===== src/rtl/alu_pkg.sv =====
// Shared constants for the ALU request arbiter: widths, ALU opcodes, FSM states.
package alu_pkg;

   localparam int unsigned DATA_W  = 32;
   localparam int unsigned OP_W    = 4;
   localparam int unsigned SHAMT_W = 5;

   localparam logic [OP_W-1:0] OP_NOP = 4'b0000;
   localparam logic [OP_W-1:0] OP_ORI = 4'b0001;
   localparam logic [OP_W-1:0] OP_SLL = 4'b0010;
   localparam logic [OP_W-1:0] OP_ADD = 4'b0011;
   localparam logic [OP_W-1:0] OP_SUB = 4'b0100;
   localparam logic [OP_W-1:0] OP_SRL = 4'b0101;

   typedef enum logic [1:0] {
      ST_IDLE  = 2'd0,
      ST_ISSUE = 2'd1,
      ST_RESP  = 2'd2
   } state_t;

   typedef struct packed {
      logic [OP_W-1:0]    op;
      logic [DATA_W-1:0]  a;
      logic [DATA_W-1:0]  b;
      logic [SHAMT_W-1:0] shamt;
   } alu_req_t;

   function automatic logic op_known(input logic [OP_W-1:0] op);
      return (op == OP_ADD) || (op == OP_ORI) || (op == OP_SLL) ||
             (op == OP_SUB) || (op == OP_SRL);
   endfunction

endpackage


===== src/rtl/alu_arbiter_if.sv =====
// Requester, response and shared-ALU signals of the arbiter; slave = arbiter side.
interface alu_arbiter_if;
   import alu_pkg::*;

   logic               req0_valid_i, req1_valid_i;
   logic [OP_W-1:0]    req0_op_i, req1_op_i;
   logic [DATA_W-1:0]  req0_a_i, req1_a_i;
   logic [DATA_W-1:0]  req0_b_i, req1_b_i;
   logic [SHAMT_W-1:0] req0_shamt_i, req1_shamt_i;
   logic               req0_ready_o, req1_ready_o;

   logic               rsp0_valid_o, rsp1_valid_o;
   logic [DATA_W-1:0]  rsp0_data_o, rsp1_data_o;
   logic               rsp0_zero_o, rsp1_zero_o;
   logic               rsp0_ready_i, rsp1_ready_i;
`ifdef ALU_ARB_OPCHECK_EN
   logic               rsp0_err_o, rsp1_err_o;
`endif

   logic [OP_W-1:0]    alu_operation_o;
   logic [DATA_W-1:0]  alu_a_o, alu_b_o;
   logic [SHAMT_W-1:0] alu_shamt_o;
   logic [DATA_W-1:0]  alu_data_i;
   logic               alu_zero_i;

   modport slave (
      input  req0_valid_i, req0_op_i, req0_a_i, req0_b_i, req0_shamt_i,
      input  req1_valid_i, req1_op_i, req1_a_i, req1_b_i, req1_shamt_i,
      output req0_ready_o, req1_ready_o,
      output rsp0_valid_o, rsp0_data_o, rsp0_zero_o,
      output rsp1_valid_o, rsp1_data_o, rsp1_zero_o,
`ifdef ALU_ARB_OPCHECK_EN
      output rsp0_err_o, rsp1_err_o,
`endif
      input  rsp0_ready_i, rsp1_ready_i,
      output alu_operation_o, alu_a_o, alu_b_o, alu_shamt_o,
      input  alu_data_i, alu_zero_i
   );

   modport master (
      output req0_valid_i, req0_op_i, req0_a_i, req0_b_i, req0_shamt_i,
      output req1_valid_i, req1_op_i, req1_a_i, req1_b_i, req1_shamt_i,
      input  req0_ready_o, req1_ready_o,
      input  rsp0_valid_o, rsp0_data_o, rsp0_zero_o,
      input  rsp1_valid_o, rsp1_data_o, rsp1_zero_o,
`ifdef ALU_ARB_OPCHECK_EN
      input  rsp0_err_o, rsp1_err_o,
`endif
      output rsp0_ready_i, rsp1_ready_i,
      input  alu_operation_o, alu_a_o, alu_b_o, alu_shamt_o,
      output alu_data_i, alu_zero_i
   );

endinterface


===== src/rtl/alu_arbiter_rr_arbiter_2.sv =====
// Two-way round-robin arbiter: one-hot combinational grant, pointer moves on each grant.
module rr_arbiter_2 (
   input  logic       clk,
   input  logic       reset,
   input  logic [1:0] req,
   output logic [1:0] grant
);

   logic prio_q; // 1: requester 1 wins a tie

   always_comb begin
      grant = 2'b00;
      case (req)
         2'b01:   grant = 2'b01;
         2'b10:   grant = 2'b10;
         2'b11:   grant = prio_q ? 2'b10 : 2'b01;
         default: grant = 2'b00;
      endcase
   end

   always_ff @(posedge clk or negedge reset) begin
      if (!reset)
         prio_q <= 1'b0;
      else if (|grant)
         prio_q <= grant[0];
   end

endmodule


===== src/rtl/alu_arbiter.sv =====
// Two-requester front end for one shared combinational ALU, one op in flight.
// Optional macro ALU_ARB_OPCHECK_EN answers unknown opcodes with an error response.
module alu_arbiter
   import alu_pkg::*;
(
   input logic          clk,
   input logic          reset,
   alu_arbiter_if.slave bus
);

   state_t            state, state_nxt;
   alu_req_t          req_q, req_sel;
   logic              owner_q;
   logic [DATA_W-1:0] data_q;
   logic              zero_q;
   logic              err_q;
   logic [1:0]        req_vec, grant;
   logic              accept, rsp_hs, bad_op;
   logic              resp0, resp1;

   // Requests are only visible to the arbiter in IDLE and outside reset.
   assign req_vec = {bus.req1_valid_i, bus.req0_valid_i} & {2{(state == ST_IDLE) && reset}};
   assign accept  = |grant;
   assign rsp_hs  = (state == ST_RESP) && (owner_q ? bus.rsp1_ready_i : bus.rsp0_ready_i);

   rr_arbiter_2 u_rr (
      .clk   (clk),
      .reset (reset),
      .req   (req_vec),
      .grant (grant)
   );

   always_comb begin
      if (grant[1]) begin
         req_sel.op    = bus.req1_op_i;
         req_sel.a     = bus.req1_a_i;
         req_sel.b     = bus.req1_b_i;
         req_sel.shamt = bus.req1_shamt_i;
      end else begin
         req_sel.op    = bus.req0_op_i;
         req_sel.a     = bus.req0_a_i;
         req_sel.b     = bus.req0_b_i;
         req_sel.shamt = bus.req0_shamt_i;
      end
   end

`ifdef ALU_ARB_OPCHECK_EN
   assign bad_op = !op_known(req_sel.op);
`else
   assign bad_op = 1'b0;
`endif

   always_ff @(posedge clk or negedge reset) begin
      if (!reset)
         state <= ST_IDLE;
      else
         state <= state_nxt;
   end

   always_comb begin
      state_nxt = state;
      case (state)
         ST_IDLE:  if (accept) state_nxt = bad_op ? ST_RESP : ST_ISSUE;
         ST_ISSUE: state_nxt = ST_RESP;
         ST_RESP:  if (rsp_hs) state_nxt = ST_IDLE;
         default:  state_nxt = ST_IDLE;
      endcase
   end

   // Rejected opcodes get their 0 / zero=1 result at acceptance; ISSUE overwrites otherwise.
   always_ff @(posedge clk or negedge reset) begin
      if (!reset) begin
         req_q   <= '0;
         owner_q <= 1'b0;
         data_q  <= '0;
         zero_q  <= 1'b0;
         err_q   <= 1'b0;
      end else if (accept) begin
         req_q   <= req_sel;
         owner_q <= grant[1];
         data_q  <= '0;
         zero_q  <= bad_op;
         err_q   <= bad_op;
      end else if (state == ST_ISSUE) begin
         data_q  <= bus.alu_data_i;
         zero_q  <= bus.alu_zero_i;
      end
   end

   always_comb begin
      resp0               = (state == ST_RESP) && !owner_q;
      resp1               = (state == ST_RESP) && owner_q;
      bus.req0_ready_o    = grant[0];
      bus.req1_ready_o    = grant[1];
      bus.rsp0_valid_o    = resp0;
      bus.rsp1_valid_o    = resp1;
      bus.rsp0_data_o     = data_q;
      bus.rsp1_data_o     = data_q;
      bus.rsp0_zero_o     = zero_q;
      bus.rsp1_zero_o     = zero_q;
`ifdef ALU_ARB_OPCHECK_EN
      bus.rsp0_err_o      = resp0 && err_q;
      bus.rsp1_err_o      = resp1 && err_q;
`endif
      bus.alu_operation_o = (state == ST_ISSUE) ? req_q.op : OP_NOP;
      bus.alu_a_o         = req_q.a;
      bus.alu_b_o         = req_q.b;
      bus.alu_shamt_o     = req_q.shamt;
   end

endmodule


===== src/flat_wrapper.sv =====
// flat-port wrapper written by rule: the top's interface ports become plain ports
module alu_arbiter_flat import alu_pkg::*;
  (clk, reset, bus_req0_valid_i, bus_req0_op_i, bus_req0_a_i, bus_req0_b_i, bus_req0_shamt_i, bus_req1_valid_i, bus_req1_op_i, bus_req1_a_i, bus_req1_b_i, bus_req1_shamt_i, bus_req0_ready_o, bus_req1_ready_o, bus_rsp0_valid_o, bus_rsp0_data_o, bus_rsp0_zero_o, bus_rsp1_valid_o, bus_rsp1_data_o, bus_rsp1_zero_o, bus_rsp0_ready_i, bus_rsp1_ready_i, bus_alu_operation_o, bus_alu_a_o, bus_alu_b_o, bus_alu_shamt_o, bus_alu_data_i, bus_alu_zero_i);
  alu_arbiter_if bus_i ();
  input logic clk;
  input logic reset;
  input wire logic [$bits(bus_i.req0_valid_i)-1:0] bus_req0_valid_i;
  input wire logic [$bits(bus_i.req0_op_i)-1:0] bus_req0_op_i;
  input wire logic [$bits(bus_i.req0_a_i)-1:0] bus_req0_a_i;
  input wire logic [$bits(bus_i.req0_b_i)-1:0] bus_req0_b_i;
  input wire logic [$bits(bus_i.req0_shamt_i)-1:0] bus_req0_shamt_i;
  input wire logic [$bits(bus_i.req1_valid_i)-1:0] bus_req1_valid_i;
  input wire logic [$bits(bus_i.req1_op_i)-1:0] bus_req1_op_i;
  input wire logic [$bits(bus_i.req1_a_i)-1:0] bus_req1_a_i;
  input wire logic [$bits(bus_i.req1_b_i)-1:0] bus_req1_b_i;
  input wire logic [$bits(bus_i.req1_shamt_i)-1:0] bus_req1_shamt_i;
  output wire logic [$bits(bus_i.req0_ready_o)-1:0] bus_req0_ready_o;
  output wire logic [$bits(bus_i.req1_ready_o)-1:0] bus_req1_ready_o;
  output wire logic [$bits(bus_i.rsp0_valid_o)-1:0] bus_rsp0_valid_o;
  output wire logic [$bits(bus_i.rsp0_data_o)-1:0] bus_rsp0_data_o;
  output wire logic [$bits(bus_i.rsp0_zero_o)-1:0] bus_rsp0_zero_o;
  output wire logic [$bits(bus_i.rsp1_valid_o)-1:0] bus_rsp1_valid_o;
  output wire logic [$bits(bus_i.rsp1_data_o)-1:0] bus_rsp1_data_o;
  output wire logic [$bits(bus_i.rsp1_zero_o)-1:0] bus_rsp1_zero_o;
  input wire logic [$bits(bus_i.rsp0_ready_i)-1:0] bus_rsp0_ready_i;
  input wire logic [$bits(bus_i.rsp1_ready_i)-1:0] bus_rsp1_ready_i;
  output wire logic [$bits(bus_i.alu_operation_o)-1:0] bus_alu_operation_o;
  output wire logic [$bits(bus_i.alu_a_o)-1:0] bus_alu_a_o;
  output wire logic [$bits(bus_i.alu_b_o)-1:0] bus_alu_b_o;
  output wire logic [$bits(bus_i.alu_shamt_o)-1:0] bus_alu_shamt_o;
  input wire logic [$bits(bus_i.alu_data_i)-1:0] bus_alu_data_i;
  input wire logic [$bits(bus_i.alu_zero_i)-1:0] bus_alu_zero_i;
  assign bus_i.req0_valid_i = bus_req0_valid_i;
  assign bus_i.req0_op_i = bus_req0_op_i;
  assign bus_i.req0_a_i = bus_req0_a_i;
  assign bus_i.req0_b_i = bus_req0_b_i;
  assign bus_i.req0_shamt_i = bus_req0_shamt_i;
  assign bus_i.req1_valid_i = bus_req1_valid_i;
  assign bus_i.req1_op_i = bus_req1_op_i;
  assign bus_i.req1_a_i = bus_req1_a_i;
  assign bus_i.req1_b_i = bus_req1_b_i;
  assign bus_i.req1_shamt_i = bus_req1_shamt_i;
  assign bus_req0_ready_o = bus_i.req0_ready_o;
  assign bus_req1_ready_o = bus_i.req1_ready_o;
  assign bus_rsp0_valid_o = bus_i.rsp0_valid_o;
  assign bus_rsp0_data_o = bus_i.rsp0_data_o;
  assign bus_rsp0_zero_o = bus_i.rsp0_zero_o;
  assign bus_rsp1_valid_o = bus_i.rsp1_valid_o;
  assign bus_rsp1_data_o = bus_i.rsp1_data_o;
  assign bus_rsp1_zero_o = bus_i.rsp1_zero_o;
  assign bus_i.rsp0_ready_i = bus_rsp0_ready_i;
  assign bus_i.rsp1_ready_i = bus_rsp1_ready_i;
  assign bus_alu_operation_o = bus_i.alu_operation_o;
  assign bus_alu_a_o = bus_i.alu_a_o;
  assign bus_alu_b_o = bus_i.alu_b_o;
  assign bus_alu_shamt_o = bus_i.alu_shamt_o;
  assign bus_i.alu_data_i = bus_alu_data_i;
  assign bus_i.alu_zero_i = bus_alu_zero_i;
  alu_arbiter u_core (.clk(clk), .reset(reset), .bus(bus_i));
endmodule

===== config.mk =====
export PLATFORM = sky130hd
export DESIGN_NAME = alu_arbiter_flat
export DESIGN_NICKNAME = d
export VERILOG_FILES = /design/src/rtl/alu_pkg.sv /design/src/rtl/alu_arbiter_if.sv /design/src/rtl/alu_arbiter_rr_arbiter_2.sv /design/src/rtl/alu_arbiter.sv /design/src/flat_wrapper.sv
export SDC_FILE = /design/constraint.sdc
export NUM_CORES = 1
export LEC_CHECK = 0
export ABC_CLOCK_PERIOD_IN_PS = 2780
export BUFFER_PORTS_ARGS = -buffer_cell sky130_fd_sc_hd__buf_2
export CORE_MARGIN = 5
export CORE_UTILIZATION = 45
export DETAILED_ROUTE_END_ITERATION = 8
export PLACE_DENSITY = 0.8
export SYNTH_ARGS = -nofsm -noshare
export SYNTH_HDL_FRONTEND = slang
export SYNTH_SLANG_ARGS = --single-unit

===== constraint.sdc =====
create_clock -name clk -period 2.78 [get_ports clk]
set_clock_uncertainty 0.05 [all_clocks]
set_input_delay 0.139 -clock clk [delete_from_list [all_inputs] [get_ports clk]]
set_output_delay 0.139 -clock clk [all_outputs]
set_load 0.005 [all_outputs]

==> summary.md, run 1 <==
| Metric | Value |
|---|---|
| # rows | `43` |
| Main combinational cell family by area after synthesis | `compound AO/OA/AOI/OAI gates` |
| Synthesized area per cell | `9.10 sq um` |
| Largest net degree at the start of global routing | `149` |
| Worst min-delay path class | `in -> reg` |
| Reg-to-reg endpoint | `u_core.bus.alu_b_o[10]$_DFFE_PN0P_` |
| Seq cells post-synth | `110` |
| Pre-antenna DRT Iters | `5` |
| Die X | `130 um` |
| Final design area excluding fillers | `8400 sq um` |
| Final net count | `1141` |
| Critical Path AT | `2.18 ns` |
| Die Area | `16900 sq um` |
| Clk_lat worst skew | `0.34 ns` |
| Pleak | `3.81 nW` |
| Compound-Gate Fraction of Synth Area | `0.263` |
| Syn Nets | `896` |
| I/O Buffers | `327` |
| Sink Count | `110` |
| Mux cell area share after synthesis | `0.00174` |
| First DRT Iteration DRCs | `560` |
| Initial Utilization | `0.462` |
| Simple-gate share of the synthesized area | `0.126` |
| Endpoints failing hold | `0` |
| Via count | `6677` |
| Area share of xor/xnor cells in the synthesized design | `0` |
| Hpwl dp | `14400 um` |
| FF-to-FF path depth | `3` |
| Cell Area, Synth | `6470 sq um` |
| Layout cells sized above 1 | `0.412` |
| Commonest non-fill, non-tap cell in the layout | `buf_2` |
| Crit share post-route | `0.851` |
| TritonCTS clock tree | `yes` |
| Pre-CTS WS | `0.692 ns` |
| Final ANT Viol Nets | `0` |
| Pins Over Slew Limit | `0` |
| Final TNS setup | `0 ns` |
| Unrepaired setup endpoints after global routing | `false` |
| Post-CTS setup buffers | `0` |
| Final period demand of the worst path | `2.37 ns` |
| Most used DFF post-synth | `dfrtp_1` |
| Crit path max fanout | `148` |
| Status | `finished clean` |
| CP endpoint kind | `primary output` |
| CTS Buffer Depth | `2` |
| Adder-Cell Fraction of Synth Area | `0` |
| Reg-to-Reg Start | `u_core.state[0]$_DFFE_PN0P_` |
| Synth top area cells | `dfrtp_1 43%, buf_4 12%, a21oi_1 8.2%, a31oi_1 7.1%, nand4_1 7.1%` |
| Ys async rst share | `1.00` |
| Final setup fails | `0` |
| Root Buffer | `clkbuf_16` |
| Vias in the first global route | `6638` |
| Yosys warning count | `0` |
| Number of flops mapped to enable cells by yosys | `0` |
| Top cell type's share of synthesized area | `0.426` |
| Max Freq | `423 MHz` |
| Worst-margin pin slew | `1.19 ns` |
| Die Y | `130 um` |
| Seq/Total Area, Yosys | `0.426` |
| Worst slew margin | `0.208` |
| Worst R2R Setup Slack | `0.80 ns` |
| FILL cells | `1161` |
| Yosys cell types | `26` |
| Synthesis-to-finish area growth | `29.8%` |
| Initial antenna violation count | `2` |
| Top-Level Pins | `328` |
| Fin util | `0.600` |
| Clock slew at reported path FFs | `0.08 ns` |
| CP Data Required Time | `2.59 ns` |
| First-pass GRT wire length | `34800 um` |
| Cells after Synth | `711` |
| Final WS setup | `0.414 ns` |
| Worst hold endpoint | `u_core.bus.alu_b_o[20]$_DFFE_PN0P_` |
| Gr usage total | `0.258` |
| Placed cell area | `7350 sq um` |
| H-tree depth | `3` |
| Power per Cell Area | `887 nW/um^2` |
| Crit Path Category | `in -> out` |
| Wire per inst | `19.9 um` |
| Vias per Instance | `5.85` |
| Total wire length | `22800 um` |
| DRC Markers | `0` |
| Hold depth | `3` |
| Setup crit start | `reset` |
| Max_cap viols | `0` |
| Worst Setup Start Kind | `primary input` |
| CTS Buf Count | `9` |
| Placer Congestion | `0.798` |
| Yosys top cell by area | `dfrtp_1` |
| Worst VDD drop | `0.453 mV` |
| Total grt overflow | `0` |
| Hold_sp | `bus_req0_b_i[20]` |
| Most frequent cells in the layout | `326 x buf_2, 110 x dfrtp_1, 106 x a21oi_1, 76 x dlygate4sd3_1` |
| Core area | `14000 sq um` |
-- kinds of logic after synthesis --
logic type	count (synthesis)
AND/OR/NAND/NOR	157
AO/OA/AOI/OAI	255
multiplexers	1
flip-flops	110
buffers and inverters	188
-- power breakdown --
| group | switching, mW | leakage, nW | internal, mW |
|---|---|---|---|
| Clock | 0.601 | 0.129 | 0.638 |
| Sequential | 0.507 | 1.29 | 2.35 |
| Combinational | 1.93 | 2.39 | 1.43 |
| Total | 3.03 | 3.81 | 4.42 |
-- through the flow --
| step | hold slack (ns) | power (mW) | instances |
|---|---|---|---|
| after global placement | -0.112 | 6.05 | 1049 |
| after floorplan | -0.207 | 5.45 | 711 |
| after global routing | 0.00724 | 7.98 | 1142 |
| after CTS | 0.000289 | 7.45 | 1140 |
| final | 0.00975 | 7.45 | 1142 |
| after detailed placement | -0.109 | 6.13 | 1049 |
-- critical path, cell delays in order --
cell and delay, ns:
dlygate4sd3_1 0.55, buf_4 0.14, nor3b_4 0.24, buf_12 0.44
and3_1 0.32, buf_2 0.15
-- final cells by class --
class / count / area (sq um) / share of cell area
Multi-Input combinational cell: 413 / 2550 / 0.304
Timing Repair Buffer: 419 / 2570 / 0.306
Sequential cell: 110 / 2750 / 0.328
Clock buffer: 12 / 246 / 0.0294
Antenna cell: 1 / 2.50 / 0.000298
Clock inverter: 4 / 32.5 / 0.00387
Inverter: 3 / 11.3 / 0.00134
Tap cell: 180 / 225 / 0.0268
-- synth_stat cells (all sizes together) (2+ instances only) --
library cell,instances
inv,3
buf,142
nand4,73
dfrtp,110
o21ai,2
nor2,2
nand2,67
and2,5
a21oi,106
o31ai,73
nor2b,2
clkbuf,43
nand2b,3
a31oi,73
-- per-layer routing --
layer  GRT usage  part of all wire  vias to the layer above
met4       0.120             0.037                        2
met2       0.431              0.49                      434
met5           0           0.00031                        -
li1            -                 -                     3024
met3      0.0561              0.10                       68
met1       0.319              0.37                     3149
-- sequential cells by signal, summed over array words and instances, names as in the netlist --
register                count
u_core.bus.alu_a_o         32
u_core.bus.alu_b_o         32
u_core.bus.rsp0_data_o     32
u_core.bus.alu_shamt_o      5
u_core.req_q                4
u_core.state                2
u_core.bus.rsp0_zero_o      1
u_core.owner_q              1
u_core.u_rr.prio_q          1
-- timing repair --
| action | CTS | global route |
|---|---|---|
| gates resized for setup | 0 | 0 |
| endpoints found under the hold margin | 117 | 1 |
| hold buffers | 75 | 1 |
-- how the worst max path moves through the flow --
stage	slack, ns	to	depth (start not counted)
2_1_floorplan	1.21	u_core.bus.alu_b_o[29]$_DFFE_PN0P_	5
3_3_place_gp	0.76	u_core.bus.alu_b_o[11]$_DFFE_PN0P_	5
6_report	0.41	bus_req0_ready_o	6
5_1_grt	0.32	bus_req1_ready_o	7
3_5_place_dp	0.69	u_core.bus.alu_b_o[13]$_DFFE_PN0P_	5
4_1_cts	0.47	bus_req0_ready_o	6
No activity file was read; power rests on OpenSTA's default activity.
==> inputs of run 2 (changes only) <==
==> constraint.sdc (replaced) <==
create_clock -name clk -period 2.78 [get_ports clk]
set_clock_uncertainty 0.05 [all_clocks]
set_input_delay 0.417 -clock clk [delete_from_list [all_inputs] [get_ports clk]]
set_output_delay 0.417 -clock clk [all_outputs]
set_load 0.05 [all_outputs]
==> summary.md, run 2 (same netlist as run 1, synthesis figures left out) <==
| Metric | Value |
|---|---|
| Crit share post-route | `0.818` |
| WL met3 | `2140 um` |
| Placer Congestion | `0.810` |
| Total grt overflow | `0` |
| FILL cells | `1347` |
| # rows | `43` |
| Final setup fails | `0` |
| Die Area | `16900 sq um` |
| Post_cts resized | `0` |
| Core area | `14000 sq um` |
| Final period demand of the worst path | `2.27 ns` |
| Layout cells sized above 1 | `0.450` |
| CP Data Required Time | `2.31 ns` |
| Final net count | `1066` |
| Max_cap viols | `0` |
| CP endpoint kind | `primary output` |
| Gr usage total | `0.243` |
| Wire per inst | `19.9 um` |
| FF-to-FF path depth | `3` |
| Vias in the first global route | `6172` |
| Hpwl dp | `14900 um` |
| Power per Cell Area | `1400 nW/um^2` |
| Max Freq | `440 MHz` |
| DRC Markers | `0` |
| Post-route insts no fill | `1067` |
| Worst-margin pin slew | `1.17 ns` |
| Pre-antenna DRT Iters | `5` |
| Largest net degree at the start of global routing | `100` |
| Commonest non-fill, non-tap cell in the layout | `buf_2` |
| Top-Level Pins | `328` |
| Crit Path Category | `reg -> out` |
| Die Y | `130 um` |
| Via count | `6227` |
| Worst VDD drop | `0.661 mV` |
| CTS Buffer Depth | `2` |
| Clock slew at reported path FFs | `0.07 ns` |
| First DRT Iteration DRCs | `441` |
| Vias per Instance | `5.84` |
| Most frequent cells in the layout | `326 x buf_2, 110 x dfrtp_1, 106 x a21oi_1, 73 x nand4_1, 73 x a31oi_1` |
| Endpoints failing hold | `0` |
| Worst slew margin | `0.220` |
| Top routing layer used | `met4` |
| Overall Power | `10.7 mW` |
| Final ANT Viol Nets | `0` |
| First-pass GRT wire length | `32600 um` |
| Worst Setup Start Kind | `register` |
| Pins Over Slew Limit | `0` |
| Total wire length | `21200 um` |
| Synthesis-to-finish area growth | `18.5%` |
| Fin util | `0.548` |
| Crit path max fanout | `5` |
| CTS Buf Count | `9` |
| Crit path capture | `bus_req0_ready_o` |
| Critical Path AT | `1.81 ns` |
| TritonCTS clock tree | `yes` |
| Clk_lat worst skew | `0.34 ns` |
| Reg-to-Reg Start | `u_core.state[1]$_DFFE_PN0P_` |
| Root Buffer | `clkbuf_16` |
| Status | `finished clean` |
| H-tree depth | `3` |
| Pleak | `3.51 nW` |
| Die X | `130 um` |
| Dpl cells | `1050` |
| Unrepaired setup endpoints after global routing | `false` |
| Reg-to-reg endpoint | `u_core.req_q[71]$_DFFE_PN0P_` |
| Initial antenna violation count | `1` |
| Worst R2R Setup Slack | `0.69 ns` |
| Final TNS setup | `0 ns` |
| Hold buffers post-CTS | `0` |
| Setup crit start | `u_core.state[0]$_DFFE_PN0P_` |
| Initial Utilization | `0.462` |
| DR WL met2 | `10600 um` |
| Sink Count | `110` |
| Post-CTS setup buffers | `0` |
| Wl on met1 | `7890 um` |
| I/O Buffers | `327` |
| Worst min-delay path class | `in -> async` |
run 2: changes by cell type in the layout (fill, tap and decap cells not counted), moves of 2 or more:
cell / delta
clkbuf_1: -2
clkbuf_8: +2
clkinv_4: -2
dlygate4sd3_1: -76
buf_4: +2
run 2: worst max-delay path, cell delays in order (launching register included):
cell and delay, ns:
dfrtp_1 0.50, nor3b_4 0.40, and3_1 0.27, buf_2 0.29
run 2: final cells by class:
class | count | area, sq um | area share
inverters | 3 | 11.3 | 0.00147
repair buffers | 344 | 1800 | 0.235
clock buffers | 12 | 267 | 0.0348
multi-input cells | 413 | 2550 | 0.333
clock inverters | 3 | 42.5 | 0.00555
well taps | 180 | 225 | 0.0294
diodes | 2 | 5.00 | 0.000653
flip-flops and latches | 110 | 2750 | 0.359
run 2: through the flow:
| step | worst slack [ns] | cell area (sq um) | hold slack (ns) |
|---|---|---|---|
| floorplan | 0.933 | 6470 | 0.0714 |
| global placement | 0.728 | 7350 | 0.469 |
| detailed placement | 0.705 | 7350 | 0.479 |
| CTS | 0.460 | 7660 | 0.109 |
| global route | 0.375 | 7660 | 0.142 |
| finish | 0.506 | 7660 | 0.0964 |
run 2: report_power, final:
group	total, mW	internal (mW)	switching, mW
clock	1.34	0.767	0.570
sequential	2.87	2.35	0.520
combinational	6.54	1.38	5.16
total	10.7	4.50	6.25
run 2: how the worst min path moves through the flow:
stage / start / end / slack (ns) / cells after the start
global route: reset / u_core.bus.alu_b_o[22]$_DFFE_PN0P_ / 0.14 / 2
floorplan: reset / u_core.bus.alu_a_o[0]$_DFFE_PN0P_ / 0.07 / 0
detailed placement: u_core.bus.rsp0_data_o[14]$_DFFE_PN0P_ / u_core.bus.rsp0_data_o[14]$_DFFE_PN0P_ / 0.48 / 2
CTS: reset / u_core.bus.alu_b_o[22]$_DFFE_PN0P_ / 0.11 / 2
finish: reset / u_core.bus.alu_b_o[22]$_DFFE_PN0P_ / 0.1 / 2
global placement: u_core.req_q[70]$_DFFE_PN0P_ / u_core.req_q[70]$_DFFE_PN0P_ / 0.47 / 2
run 2: per-layer routing:
metal  up-vias  global-route usage
met3        44              0.0524
met5         -                   0
met1      2940               0.300
li1       2868                   -
met2       375               0.413
met4         0               0.104
